==> src/rtl/ccis_c0_rd_arbiter_if.sv <==
// CCI-S channel 0 types and the bundled port interface for the c0 read arbiter.

package ccis_c0_rd_arbiter_pkg;

  localparam int unsigned MDATA_W = 13;
  localparam int unsigned DATA_W  = 512;

  // Memory request header driven on c0Tx
  typedef struct packed {
    logic [5:0]         rsvd1;
    logic [3:0]         req_type;
    logic [5:0]         rsvd0;
    logic [31:0]        addr;
    logic [MDATA_W-1:0] mdata;
  } t_ccis_ReqMemHdr;

  // Response header received on c0Rx
  typedef struct packed {
    logic [3:0]         resp_type;
    logic               rsvd;
    logic [MDATA_W-1:0] mdata;
  } t_ccis_RspMemHdr;

  typedef struct packed {
    t_ccis_ReqMemHdr hdr;
    logic            rdValid;
  } t_if_ccis_c0_Tx;

  typedef struct packed {
    t_ccis_RspMemHdr    hdr;
    logic [DATA_W-1:0]  data;
    logic               wrValid;
    logic               rdValid;
    logic               cfgValid;
    logic               umsgValid;
    logic               intrValid;
  } t_if_ccis_c0_Rx;

  // Idle channel 0 request: no valids, header zeroed
  function automatic t_if_ccis_c0_Tx ccis_c0Tx_clearValids();
    t_if_ccis_c0_Tx r;
    r = '0;
    return r;
  endfunction

endpackage

// master = the arbiter; slave = the AFU read engines plus CCI-S side.
interface ccis_c0_rd_arbiter_if
  import ccis_c0_rd_arbiter_pkg::*;
#(
  parameter int unsigned NUM_PORTS       = 2,
  parameter int unsigned MAX_OUTSTANDING = 32
);

  localparam int unsigned IDX_W = $clog2(NUM_PORTS);
  localparam int unsigned CNT_W = $clog2(MAX_OUTSTANDING + 1);

  t_if_ccis_c0_Tx                        c0Tx;
  logic                                  c0TxAlmFull;
  t_if_ccis_c0_Rx                        c0Rx;
  logic [NUM_PORTS-1:0]                  req_valid;
  t_ccis_ReqMemHdr [NUM_PORTS-1:0]       req_hdr;
  logic [NUM_PORTS-1:0]                  req_ready;
  logic [NUM_PORTS-1:0]                  rsp_valid;
  logic [12-IDX_W:0]                     rsp_mdata;
  logic [DATA_W-1:0]                     rsp_data;
  logic [NUM_PORTS-1:0][CNT_W-1:0]       outstanding;
  logic [1:0]                            err_sticky;

  modport master (
    output c0Tx, req_ready, rsp_valid, rsp_mdata, rsp_data, outstanding, err_sticky,
    input  c0TxAlmFull, c0Rx, req_valid, req_hdr
  );

  modport slave (
    input  c0Tx, req_ready, rsp_valid, rsp_mdata, rsp_data, outstanding, err_sticky,
    output c0TxAlmFull, c0Rx, req_valid, req_hdr
  );

endinterface

==> src/rtl/ccis_c0_rd_arbiter.sv <==
// Round-robin arbiter sharing the CCI-S c0 read-request path between NUM_PORTS
// requesters; tags mdata with the port index and routes read responses back.

module ccis_c0_rd_arbiter
  import ccis_c0_rd_arbiter_pkg::*;
#(
  parameter int unsigned NUM_PORTS       = 2,
  parameter int unsigned MAX_OUTSTANDING = 32,
  parameter int unsigned IDX_W           = $clog2(NUM_PORTS),
  parameter int unsigned CNT_W           = $clog2(MAX_OUTSTANDING + 1)
) (
  input  logic                 clk,
  input  logic                 reset_n,
  ccis_c0_rd_arbiter_if.master bus
);

  localparam int unsigned PTR_W = IDX_W + 1;
  localparam int unsigned MD_W  = 13 - IDX_W;

  // Registered state
  logic                             active_q;
  logic                             alm_full_q;
  logic [IDX_W-1:0]                 ptr_q;
  logic [IDX_W-1:0]                 ptr_nxt;
  logic [NUM_PORTS-1:0][CNT_W-1:0]  cnt_q;
  logic [NUM_PORTS-1:0][CNT_W-1:0]  cnt_nxt;
  logic [1:0]                       err_q;
  logic [1:0]                       err_nxt;
  t_if_ccis_c0_Tx                   c0tx_q;
  t_if_ccis_c0_Tx                   c0tx_nxt;
  logic [NUM_PORTS-1:0]             rsp_valid_q;
  logic [NUM_PORTS-1:0]             rsp_valid_nxt;
  logic [MD_W-1:0]                  rsp_mdata_q;
  logic [MD_W-1:0]                  rsp_mdata_nxt;
  logic [DATA_W-1:0]                rsp_data_q;
  logic [DATA_W-1:0]                rsp_data_nxt;

  // Combinational decode
  logic [NUM_PORTS-1:0]             eligible_c;
  logic [NUM_PORTS-1:0]             grant_c;
  logic [NUM_PORTS-1:0]             route_c;
  logic                             grant_any_c;
  logic [IDX_W-1:0]                 grant_idx_c;
  logic                             rsp_rd_c;
  logic [IDX_W-1:0]                 rsp_tag_c;

  // A port may be granted only with headroom and no registered almost-full;
  // active_q keeps grants off while reset is (or was just) asserted.
  always_comb begin
    eligible_c = '0;
    for (int i = 0; i < NUM_PORTS; i++) begin
      eligible_c[i] = active_q && !alm_full_q && bus.req_valid[i] &&
                      (cnt_q[i] < CNT_W'(MAX_OUTSTANDING));
    end
  end

  // Round-robin search: first eligible port at or after the pointer, wrapping.
  always_comb begin
    logic [PTR_W-1:0] cand;
    grant_any_c = 1'b0;
    grant_idx_c = '0;
    cand        = '0;
    for (int k = 0; k < NUM_PORTS; k++) begin
      cand = {1'b0, ptr_q} + PTR_W'(k);
      if (cand >= PTR_W'(NUM_PORTS)) begin
        cand = cand - PTR_W'(NUM_PORTS);
      end
      if (!grant_any_c && eligible_c[cand[IDX_W-1:0]]) begin
        grant_any_c = 1'b1;
        grant_idx_c = cand[IDX_W-1:0];
      end
    end
  end

  // One-hot grant and one-hot response route (unroutable tags match no port).
  always_comb begin
    grant_c   = '0;
    route_c   = '0;
    rsp_rd_c  = bus.c0Rx.rdValid;
    rsp_tag_c = bus.c0Rx.hdr.mdata[IDX_W-1:0];
    for (int i = 0; i < NUM_PORTS; i++) begin
      grant_c[i] = grant_any_c && (grant_idx_c == IDX_W'(i));
      route_c[i] = rsp_rd_c && (rsp_tag_c == IDX_W'(i));
    end
  end

  // Build the issued header: rsvd cleared, port index packed into low mdata bits.
  always_comb begin
    t_ccis_ReqMemHdr sel;
    sel              = bus.req_hdr[grant_idx_c];
    c0tx_nxt         = c0tx_q;
    c0tx_nxt.rdValid = 1'b0;
    if (grant_any_c) begin
      c0tx_nxt.rdValid      = 1'b1;
      c0tx_nxt.hdr          = '0;
      c0tx_nxt.hdr.req_type = sel.req_type;
      c0tx_nxt.hdr.addr     = sel.addr;
      c0tx_nxt.hdr.mdata    = {sel.mdata[MD_W-1:0], grant_idx_c};
    end
  end

  // Capture the read response; data/mdata hold between responses.
  always_comb begin
    rsp_valid_nxt = route_c;
    rsp_mdata_nxt = rsp_mdata_q;
    rsp_data_nxt  = rsp_data_q;
    if (rsp_rd_c) begin
      rsp_mdata_nxt = bus.c0Rx.hdr.mdata[12:IDX_W];
      rsp_data_nxt  = bus.c0Rx.data;
    end
  end

  // Outstanding counters, sticky errors and round-robin pointer update.
  always_comb begin
    cnt_nxt = cnt_q;
    err_nxt = err_q;
    ptr_nxt = ptr_q;
    if (rsp_rd_c && !(|route_c)) begin
      err_nxt[0] = 1'b1;
    end
    for (int i = 0; i < NUM_PORTS; i++) begin
      case ({grant_c[i], route_c[i]})
        2'b10: cnt_nxt[i] = cnt_q[i] + CNT_W'(1);
        2'b01: begin
          if (cnt_q[i] == '0) begin
            err_nxt[1] = 1'b1;
          end else begin
            cnt_nxt[i] = cnt_q[i] - CNT_W'(1);
          end
        end
        default: cnt_nxt[i] = cnt_q[i];
      endcase
    end
    if (grant_any_c) begin
      ptr_nxt = (grant_idx_c == IDX_W'(NUM_PORTS - 1)) ? '0 : grant_idx_c + IDX_W'(1);
    end
  end

  // State registers; reset abandons in-flight reads.
  always_ff @(posedge clk or negedge reset_n) begin
    if (!reset_n) begin
      active_q    <= 1'b0;
      alm_full_q  <= 1'b0;
      ptr_q       <= '0;
      cnt_q       <= '0;
      err_q       <= '0;
      c0tx_q      <= ccis_c0Tx_clearValids();
      rsp_valid_q <= '0;
      rsp_mdata_q <= '0;
      rsp_data_q  <= '0;
    end else begin
      active_q    <= 1'b1;
      alm_full_q  <= bus.c0TxAlmFull;
      ptr_q       <= ptr_nxt;
      cnt_q       <= cnt_nxt;
      err_q       <= err_nxt;
      c0tx_q      <= c0tx_nxt;
      rsp_valid_q <= rsp_valid_nxt;
      rsp_mdata_q <= rsp_mdata_nxt;
      rsp_data_q  <= rsp_data_nxt;
    end
  end

  assign bus.req_ready   = grant_c;
  assign bus.c0Tx        = c0tx_q;
  assign bus.rsp_valid   = rsp_valid_q;
  assign bus.rsp_mdata   = rsp_mdata_q;
  assign bus.rsp_data    = rsp_data_q;
  assign bus.outstanding = cnt_q;
  assign bus.err_sticky  = err_q;

  // Non-read c0Rx valids, response type and request rsvd bits are intentionally dropped.
  logic unused_ok;
  assign unused_ok = ^{bus.c0Rx, bus.req_hdr};

endmodule

==> src/flat_wrapper.sv <==
// flat-port wrapper written by rule: the top's interface ports become plain ports
module ccis_c0_rd_arbiter_flat import ccis_c0_rd_arbiter_pkg::*;
#(
  parameter int unsigned NUM_PORTS       = 2,
  parameter int unsigned MAX_OUTSTANDING = 32,
  parameter int unsigned IDX_W           = $clog2(NUM_PORTS),
  parameter int unsigned CNT_W           = $clog2(MAX_OUTSTANDING + 1)
)
  (clk, reset_n, bus_c0Tx, bus_req_ready, bus_rsp_valid, bus_rsp_mdata, bus_rsp_data, bus_outstanding, bus_err_sticky, bus_c0TxAlmFull, bus_c0Rx, bus_req_valid, bus_req_hdr);
  ccis_c0_rd_arbiter_if #(.NUM_PORTS(NUM_PORTS), .MAX_OUTSTANDING(MAX_OUTSTANDING)) bus_i ();
  input  logic clk;
  input  logic reset_n;
  output wire logic [$bits(bus_i.c0Tx)-1:0] bus_c0Tx;
  output wire logic [$bits(bus_i.req_ready)-1:0] bus_req_ready;
  output wire logic [$bits(bus_i.rsp_valid)-1:0] bus_rsp_valid;
  output wire logic [$bits(bus_i.rsp_mdata)-1:0] bus_rsp_mdata;
  output wire logic [$bits(bus_i.rsp_data)-1:0] bus_rsp_data;
  output wire logic [$bits(bus_i.outstanding)-1:0] bus_outstanding;
  output wire logic [$bits(bus_i.err_sticky)-1:0] bus_err_sticky;
  input wire logic [$bits(bus_i.c0TxAlmFull)-1:0] bus_c0TxAlmFull;
  input wire logic [$bits(bus_i.c0Rx)-1:0] bus_c0Rx;
  input wire logic [$bits(bus_i.req_valid)-1:0] bus_req_valid;
  input wire logic [$bits(bus_i.req_hdr)-1:0] bus_req_hdr;
  assign bus_c0Tx = bus_i.c0Tx;
  assign bus_req_ready = bus_i.req_ready;
  assign bus_rsp_valid = bus_i.rsp_valid;
  assign bus_rsp_mdata = bus_i.rsp_mdata;
  assign bus_rsp_data = bus_i.rsp_data;
  assign bus_outstanding = bus_i.outstanding;
  assign bus_err_sticky = bus_i.err_sticky;
  assign bus_i.c0TxAlmFull = bus_c0TxAlmFull;
  assign bus_i.c0Rx = bus_c0Rx;
  assign bus_i.req_valid = bus_req_valid;
  assign bus_i.req_hdr = bus_req_hdr;
  ccis_c0_rd_arbiter #(.NUM_PORTS(NUM_PORTS), .MAX_OUTSTANDING(MAX_OUTSTANDING), .IDX_W(IDX_W), .CNT_W(CNT_W)) u_core (.clk(clk), .reset_n(reset_n), .bus(bus_i));
endmodule
==> config.mk <==
export PLATFORM = sky130hd
export DESIGN_NAME = ccis_c0_rd_arbiter_flat
export DESIGN_NICKNAME = d
export VERILOG_FILES = /design/src/rtl/ccis_c0_rd_arbiter_if.sv /design/src/rtl/ccis_c0_rd_arbiter.sv /design/src/flat_wrapper.sv
export SDC_FILE = /design/constraint.sdc
export NUM_CORES = 1
export LEC_CHECK = 0
export BUFFER_PORTS_ARGS = -buffer_cell sky130_fd_sc_hd__buf_2
export CAP_MARGIN = 0
export CORE_AREA = 5 5 495 497
export CTS_CLUSTER_SIZE = 40
export DETAILED_ROUTE_END_ITERATION = 8
export DIE_AREA = 0 0 500 502
export PLACE_DENSITY_LB_ADDON = 0.3
export SLEW_MARGIN = 20
export SYNTH_ARGS = -nofsm -noshare
export SYNTH_HDL_FRONTEND = slang
export SYNTH_SLANG_ARGS = --single-unit
export TNS_END_PERCENT = 20
==> constraint.sdc <==
create_clock -name clk -period 3.3 [get_ports clk]
set_input_delay 0.66 -clock clk [delete_from_list [all_inputs] [get_ports clk]]
set_output_delay 0.66 -clock clk [all_outputs]
set_load 0.01 [all_outputs]
==> results of run 1 <==
sequential cells by signal, indices dropped and copies added (netlist names):
| signal | count |
|---|---|
| u_core.active_q | 1 |
| u_core.alm_full_q | 1 |
| u_core.bus.c0Tx | 50 |
| u_core.bus.err_sticky | 2 |
| u_core.bus.outstanding | 12 |
| u_core.bus.rsp_data | 512 |
| u_core.bus.rsp_mdata | 12 |
| u_core.bus.rsp_valid | 2 |
| u_core.ptr_q | 1 |
per-layer routing:
layer	vias up	routed length, µm	track usage (%)
met3	324	29010	10.02
met4	52	4796	4.130
met1	8488	50950	11.38
met2	1132	66020	17.80
met5	-	338	0
li1	7495	-	-
cells in the mapped netlist (all sizes together), types with 3 or more instances:
cell / n / area, µm²
nand2b: 4 / 25.02
dfrtp: 593 / 14840
a21oi: 7 / 38.79
xnor2: 8 / 70.07
mux2: 532 / 6017
a211oi: 3 / 27.52
a21o: 5 / 37.54
buf: 74 / 395.4
clkbuf: 13 / 48.80
inv: 55 / 206.5
ha: 8 / 100.1
a222oi: 48 / 480.5
mux2i: 3 / 30.03
nor2: 5 / 33.78
logic make-up after synthesis:
group / share of synthesized area [%]
and+or+nand+nor: 0.6879
xor gates and xnor gates: 0.3884
AOI/OAI and AO/OA: 2.779
other: 0.03330
adders and majority gates: 0.6213
muxes: 26.81
DFF: 65.79
buffers and inverters: 2.885
final timing paths:
check	from	endpoint	slack (ns)
max in group asynchronous	reset_n	u_core.bus.rsp_data[218]$_DFFE_PN0P_	1.82
worst max-delay path	u_core.bus.outstanding[5]$_DFFE_PN0P_	bus_req_ready[0]	0.21
worst min register to register	u_core.bus.err_sticky[0]$_DFFE_PN0P_	u_core.bus.err_sticky[0]$_DFFE_PN0P_	0.37
worst max register to register	u_core.bus.outstanding[11]$_DFFE_PN0P_	u_core.bus.outstanding[11]$_DFFE_PN0P_	0.53
worst min-delay path	bus_c0Rx[186]	u_core.bus.rsp_data[181]$_DFFE_PN0P_	0.16
min in group asynchronous	reset_n	u_core.bus.rsp_data[60]$_DFFE_PN0P_	0.54
timing repair:
| item | in CTS | in global routing |
|---|---|---|
| gates resized for setup | 0 | 1 |
| setup endpoints to repair | 0 | 1 |
| hold endpoints to repair | 35 | 0 |
| hold buffers | 2 | 0 |
power breakdown:
group / switching, mW / internal (mW) / leakage (nW) / total (mW)
Clock: 3.85 / 5.69 / 1.41 / 9.54
Combinational: 2.85 / 2.10 / 7.99 / 4.95
Sequential: 0.679 / 8.31 / 6.97 / 8.99
worst max-delay path, stage by stage (launching register included):
cell and delay [ns]:
dfrtp_1 0.42, nand4bb_1 0.32, a21oi_4 0.19, buf_4 0.52, buf_2 0.25
final cells by class:
type	instances	share of cell area, %
flip-flops and latches	593	41.60
well taps	3185	11.17
clock buffers	111	6.506
repair buffers	1259	18.49
diodes	22	0.1543
multi-input cells	658	19.94
inverters	55	0.5787
clock inverters	41	1.561
==> reports/results.txt, run 1 <==
status -> completed
vias in the first global route -> 18700
Critical Path AT -> 2.43 ns
Hold Slack -> 0.1643 ns
final core utilization -> 14.87%
Tot Pwr -> 23.48 mW
Num CTS Buffers -> 81
Setup Skew -> 0.02337 ns
area of the mapped netlist -> 22550 µm²
final setup fails -> 0
Reg area -> 14840 µm²
total negative slack -> 0 ns
commonest cells after routing, fill and taps aside -> buf_2, dfrtp_1, mux2_2, clkbuf_16, inv_1
fill count -> 26920
Vias -> 17490
H-tree Lvls -> 3
Setup WS post-layout -> 0.2126 ns
wire per inst -> 25.51 µm
Starting Density -> 9.403%
Hold Fails Final Rpt -> 0
final worst-path cycle share -> 93.56%
site row count -> 180
final std cells w/o fill -> 5924
CTS max path bufs -> 3
vias per cell -> 2.953
die footprint -> 251000 µm²
later-pin clock latency in the skew report -> 0.70 ns
CTS tree -> yes
GRT Residual Overflow -> 0
placed inst area -> 32720 µm²
slew margin rel. -> 29.89%
Post-Syn Instances -> 1382
antenna violations before repair -> 131
kind of critical path -> reg -> out
layout cells sized above 1 -> 71.29%
Pleak -> 16.37 nW
Post-synth ARST share -> 100.0%
Crit. End Element -> output port
clk sinks -> 593
largest net degree at the start of global routing -> 164
Post-Syn Area per Cell -> 16.32 µm²
DIE HEIGHT -> 502 µm
Hold Path Cell Cnt -> 2
Startpoint Class -> flip-flop
Worst R2R Path Depth -> 10
Multi-input gate area -> 7114 µm²
overall global routing resource usage -> 11.60%
die width -> 500 µm
Post-synth top flop -> dfrtp_1
first-pass GRT wire length -> 191400 µm
CTS clock-pin slew for the worst setup and hold paths -> 0.07 ns
Ys Warns -> 0
min cycle time layout -> 3.087 ns
Post-Layout Inst Area -> 35670 µm²
Area Growth Syn to Fin -> 58.17%
Max rail drop VDD -> 0.3247 mV
DRT Pass-1 Iters -> 8
EDFF count, synth -> 0
max-cap violations -> 0
Nets -> 3320
Hold WC Path Type -> in -> reg
Seq/Total Area, Yosys -> 65.79%
core footprint -> 239900 µm²
Netlist cell types -> 37
placed cell count -> 5748
critical-path maximum fanout -> 52
final wirelength -> 151100 µm
setup slack at placement -> 0.3087 ns
RSZ-0062 raised after global routing -> false
I/O pin cnt -> 1266
Max Slew Vio Count -> 0
WP data required -> 2.64 ns
pwr dens -> 658.1 nW/µm²
Root Driver -> clkbuf_16
RePlAce Congestion -> 0.8492
PortBufs -> 1218
most common cell after layout, fill and taps aside -> buf_2
initial drt markers -> 976
FMAX -> 323.9 MHz
post-DP HPWL -> 129700 µm
Slew @ Worst Pin -> 1.052 ns
remaining antenna violation count after routing -> 0
#FFs+latches synth -> 593
Post-CTS Setup Bufs -> 0
DRC viols -> 0
No activity file was read; power rests on OpenSTA's default activity.
==> run 2, diff against run 1 <==
Settings changed: RECOVER_POWER set to 100.
==> reports/results.txt, run 2 (synthesized netlist as in run 1, its figures left out) <==
failing checks -> max-capacitance violations, max-slew violations
vias per cell -> 2.963 (was 2.953)
crit-path cells -> nand4bb_1 > a21oi_4 > buf_4 > clkbuf_2 (was nand4bb_1 > a21oi_4 > buf_4 > buf_2)
layout cells sized above 1 -> 48.62% (was 71.29%)
FF-to-FF setup slack -> 0.27 ns (was 0.53 ns)
critical-path maximum fanout -> 52 (unchanged)
slowest CP cell -> buf_4 (unchanged)
Largest stage delay, worst path -> 0.51 ns (was 0.52 ns)
CP bufs+invs -> 2 (unchanged)
RePlAce Congestion -> 0.8492 (unchanged)
remaining antenna violation count after routing -> 0 (unchanged)
Max rail drop VDD -> 0.3227 mV (was 0.3247 mV)
Crit. End Element -> output port (unchanged)
antenna violations before repair -> 132 (was 131)
WP data required -> 2.64 ns (about the same)
DRC viols -> 0 (unchanged)
final wirelength -> 151100 µm (about the same)
Post-CTS Setup Bufs -> 0 (unchanged)
slew margin rel. -> -44.43% (was 29.89%)
fill count -> 27220 (was 26920)
total negative slack -> 0 ns (unchanged)
CTS max path bufs -> 3 (unchanged)
Hold Path Cell Cnt -> 2 (unchanged)
core footprint -> 239900 µm² (unchanged)
I/O pin cnt -> 1266 (unchanged)
commonest cells after routing, fill and taps aside -> buf_2, clkbuf_1, dfrtp_1, mux2_2, clkbuf_16 (was buf_2, dfrtp_1, mux2_2, clkbuf_16, inv_1)
FMAX -> 324.3 MHz (was 323.9 MHz)
DIE HEIGHT -> 502 µm (unchanged)
largest net degree at the start of global routing -> 164 (unchanged)
Pleak -> 14.57 nW (was 16.37 nW)
initial drt markers -> 1011 (was 976)
final std cells w/o fill -> 5928 (was 5924)
first-pass GRT wire length -> 191400 µm (unchanged)
Setup Skew -> 0.02630 ns (was 0.02337 ns)
site row count -> 180 (unchanged)
GRT Residual Overflow -> 0 (unchanged)
clk sinks -> 593 (unchanged)
most common cell after layout, fill and taps aside -> buf_2 (unchanged)
post-DP HPWL -> 129700 µm (unchanged)
Hold WC Path Type -> in -> reg (unchanged)
max FFs per register -> 512 (unchanged)
Nets -> 3320 (unchanged)
later-pin clock latency in the skew report -> 0.70 ns (about the same)
Num CTS Buffers -> 81 (unchanged)
overall global routing resource usage -> 11.60% (unchanged)
RSZ-0062 raised after global routing -> false (unchanged)
placed cell count -> 5748 (unchanged)
DRT Pass-1 Iters -> 9 (was 8)
final worst-path cycle share -> 93.44% (was 93.56%)
Critical Path AT -> 2.42 ns (was 2.43 ns)
die footprint -> 251000 µm² (unchanged)
PortBufs -> 1218 (unchanged)
die width -> 500 µm (unchanged)
CTS tree -> yes (unchanged)
Area Growth Syn to Fin -> 53.96% (was 58.17%)
Max Slew Vio Count -> 159 (was 0)
Startpoint Class -> flip-flop (unchanged)
max-cap violations -> 3 (was 0)
vias in the first global route -> 18700 (unchanged)
CTS clock-pin slew for the worst setup and hold paths -> 0.07 ns (about the same)
kind of critical path -> reg -> out (unchanged)
min cycle time layout -> 3.084 ns (was 3.087 ns)
critical path depth -> 4 (unchanged)
pwr dens -> 667.1 nW/µm² (was 658.1 nW/µm²)
H-tree Lvls -> 3 (unchanged)
Crit path max-delay family -> buffers and inverters (unchanged)
Vias -> 17570 (was 17490)
final setup fails -> 0 (unchanged)
wire per inst -> 25.50 µm (was 25.51 µm)
status -> finished with violations (was completed)
Slew @ Worst Pin -> 2.166 ns (was 1.052 ns)
Root Driver -> clkbuf_16 (unchanged)
Starting Density -> 9.403% (unchanged)
Worst R2R Path Depth -> 6 (was 10)
Hold Fails Final Rpt -> 0 (unchanged)
-- run 2: cell count changes in the layout (fill, tap and decap cells not counted), moves of 4 or more --
cell and delta:
diode_2 +4, buf_2 -591, mux2_4 -5, buf_12 -6, buf_4 -24, clkbuf_1 +607, clkbuf_2 +11
-- run 2: stage by stage --
step | setup WS [ns] | hold WS (ns) | utilization, % | area (µm²) | total power, mW
6_report | 0.2163 | 0.1629 | 14.48 | 34720 | 23.17
5_1_grt | 0.01452 | 0.1032 | 14.46 | 34690 | 24.55
4_1_cts | 0.03084 | 0.03681 | 14.85 | 35610 | 24.21
3_5_place_dp | 0.3087 | 0.3604 | 13.64 | 32720 | 14.22
3_3_place_gp | 0.1859 | 0.3622 | 13.64 | 32720 | 14.20
2_1_floorplan | 0.5006 | 0.3644 | - | 22600 | 11.11
-- run 2: layout make-up --
class / instances / area (µm²) / share of cell area, %
flip-flops and latches: 593 / 14840 / 42.73
clock buffers: 111 / 2321 / 6.684
multi-input cells: 658 / 7062 / 20.34
well taps: 3185 / 3985 / 11.48
clock inverters: 41 / 556.8 / 1.603
repair buffers: 1259 / 5689 / 16.38
inverters: 55 / 206.4 / 0.5945
diodes: 26 / 65.06 / 0.1874
-- run 2: repair_timing --
item	in CTS	in global routing
gates resized for setup	0	1
endpoints found under the setup margin	0	1
hold endpoints to repair	35	0
hold buffers	2	0
-- run 2: routing by layer --
layer / track usage, % / vias up / routed length [µm]
li1: - / 7520 / -
met1: 11.38 / 8550 / 50630
met2: 17.80 / 1123 / 66220
met3: 10.02 / 322 / 29130
met4: 4.130 / 52 / 4830
met5: 0 / - / 325
-- run 2: power breakdown --
group          switching, mW  internal [mW]  leakage (nW)  total, mW
clock                   3.86           5.69          1.41       9.55
combinational           2.84           1.76          6.19       4.60
sequential             0.709           8.31          6.97       9.02
-- run 2: worst paths after layout --
check,from,end
max in group asynchronous,reset_n,u_core.bus.rsp_data[202]$_DFFE_PN0P_
hold reg to reg,u_core.bus.err_sticky[0]$_DFFE_PN0P_,u_core.bus.err_sticky[0]$_DFFE_PN0P_
hold / removal,bus_c0Rx[186],u_core.bus.rsp_data[181]$_DFFE_PN0P_
min in group asynchronous,reset_n,u_core.bus.rsp_data[60]$_DFFE_PN0P_
setup / recovery,u_core.bus.outstanding[5]$_DFFE_PN0P_,bus_req_ready[0]
setup reg to reg,u_core.bus.outstanding[11]$_DFFE_PN0P_,u_core.bus.c0Tx[54]$_DFFE_PN0P_
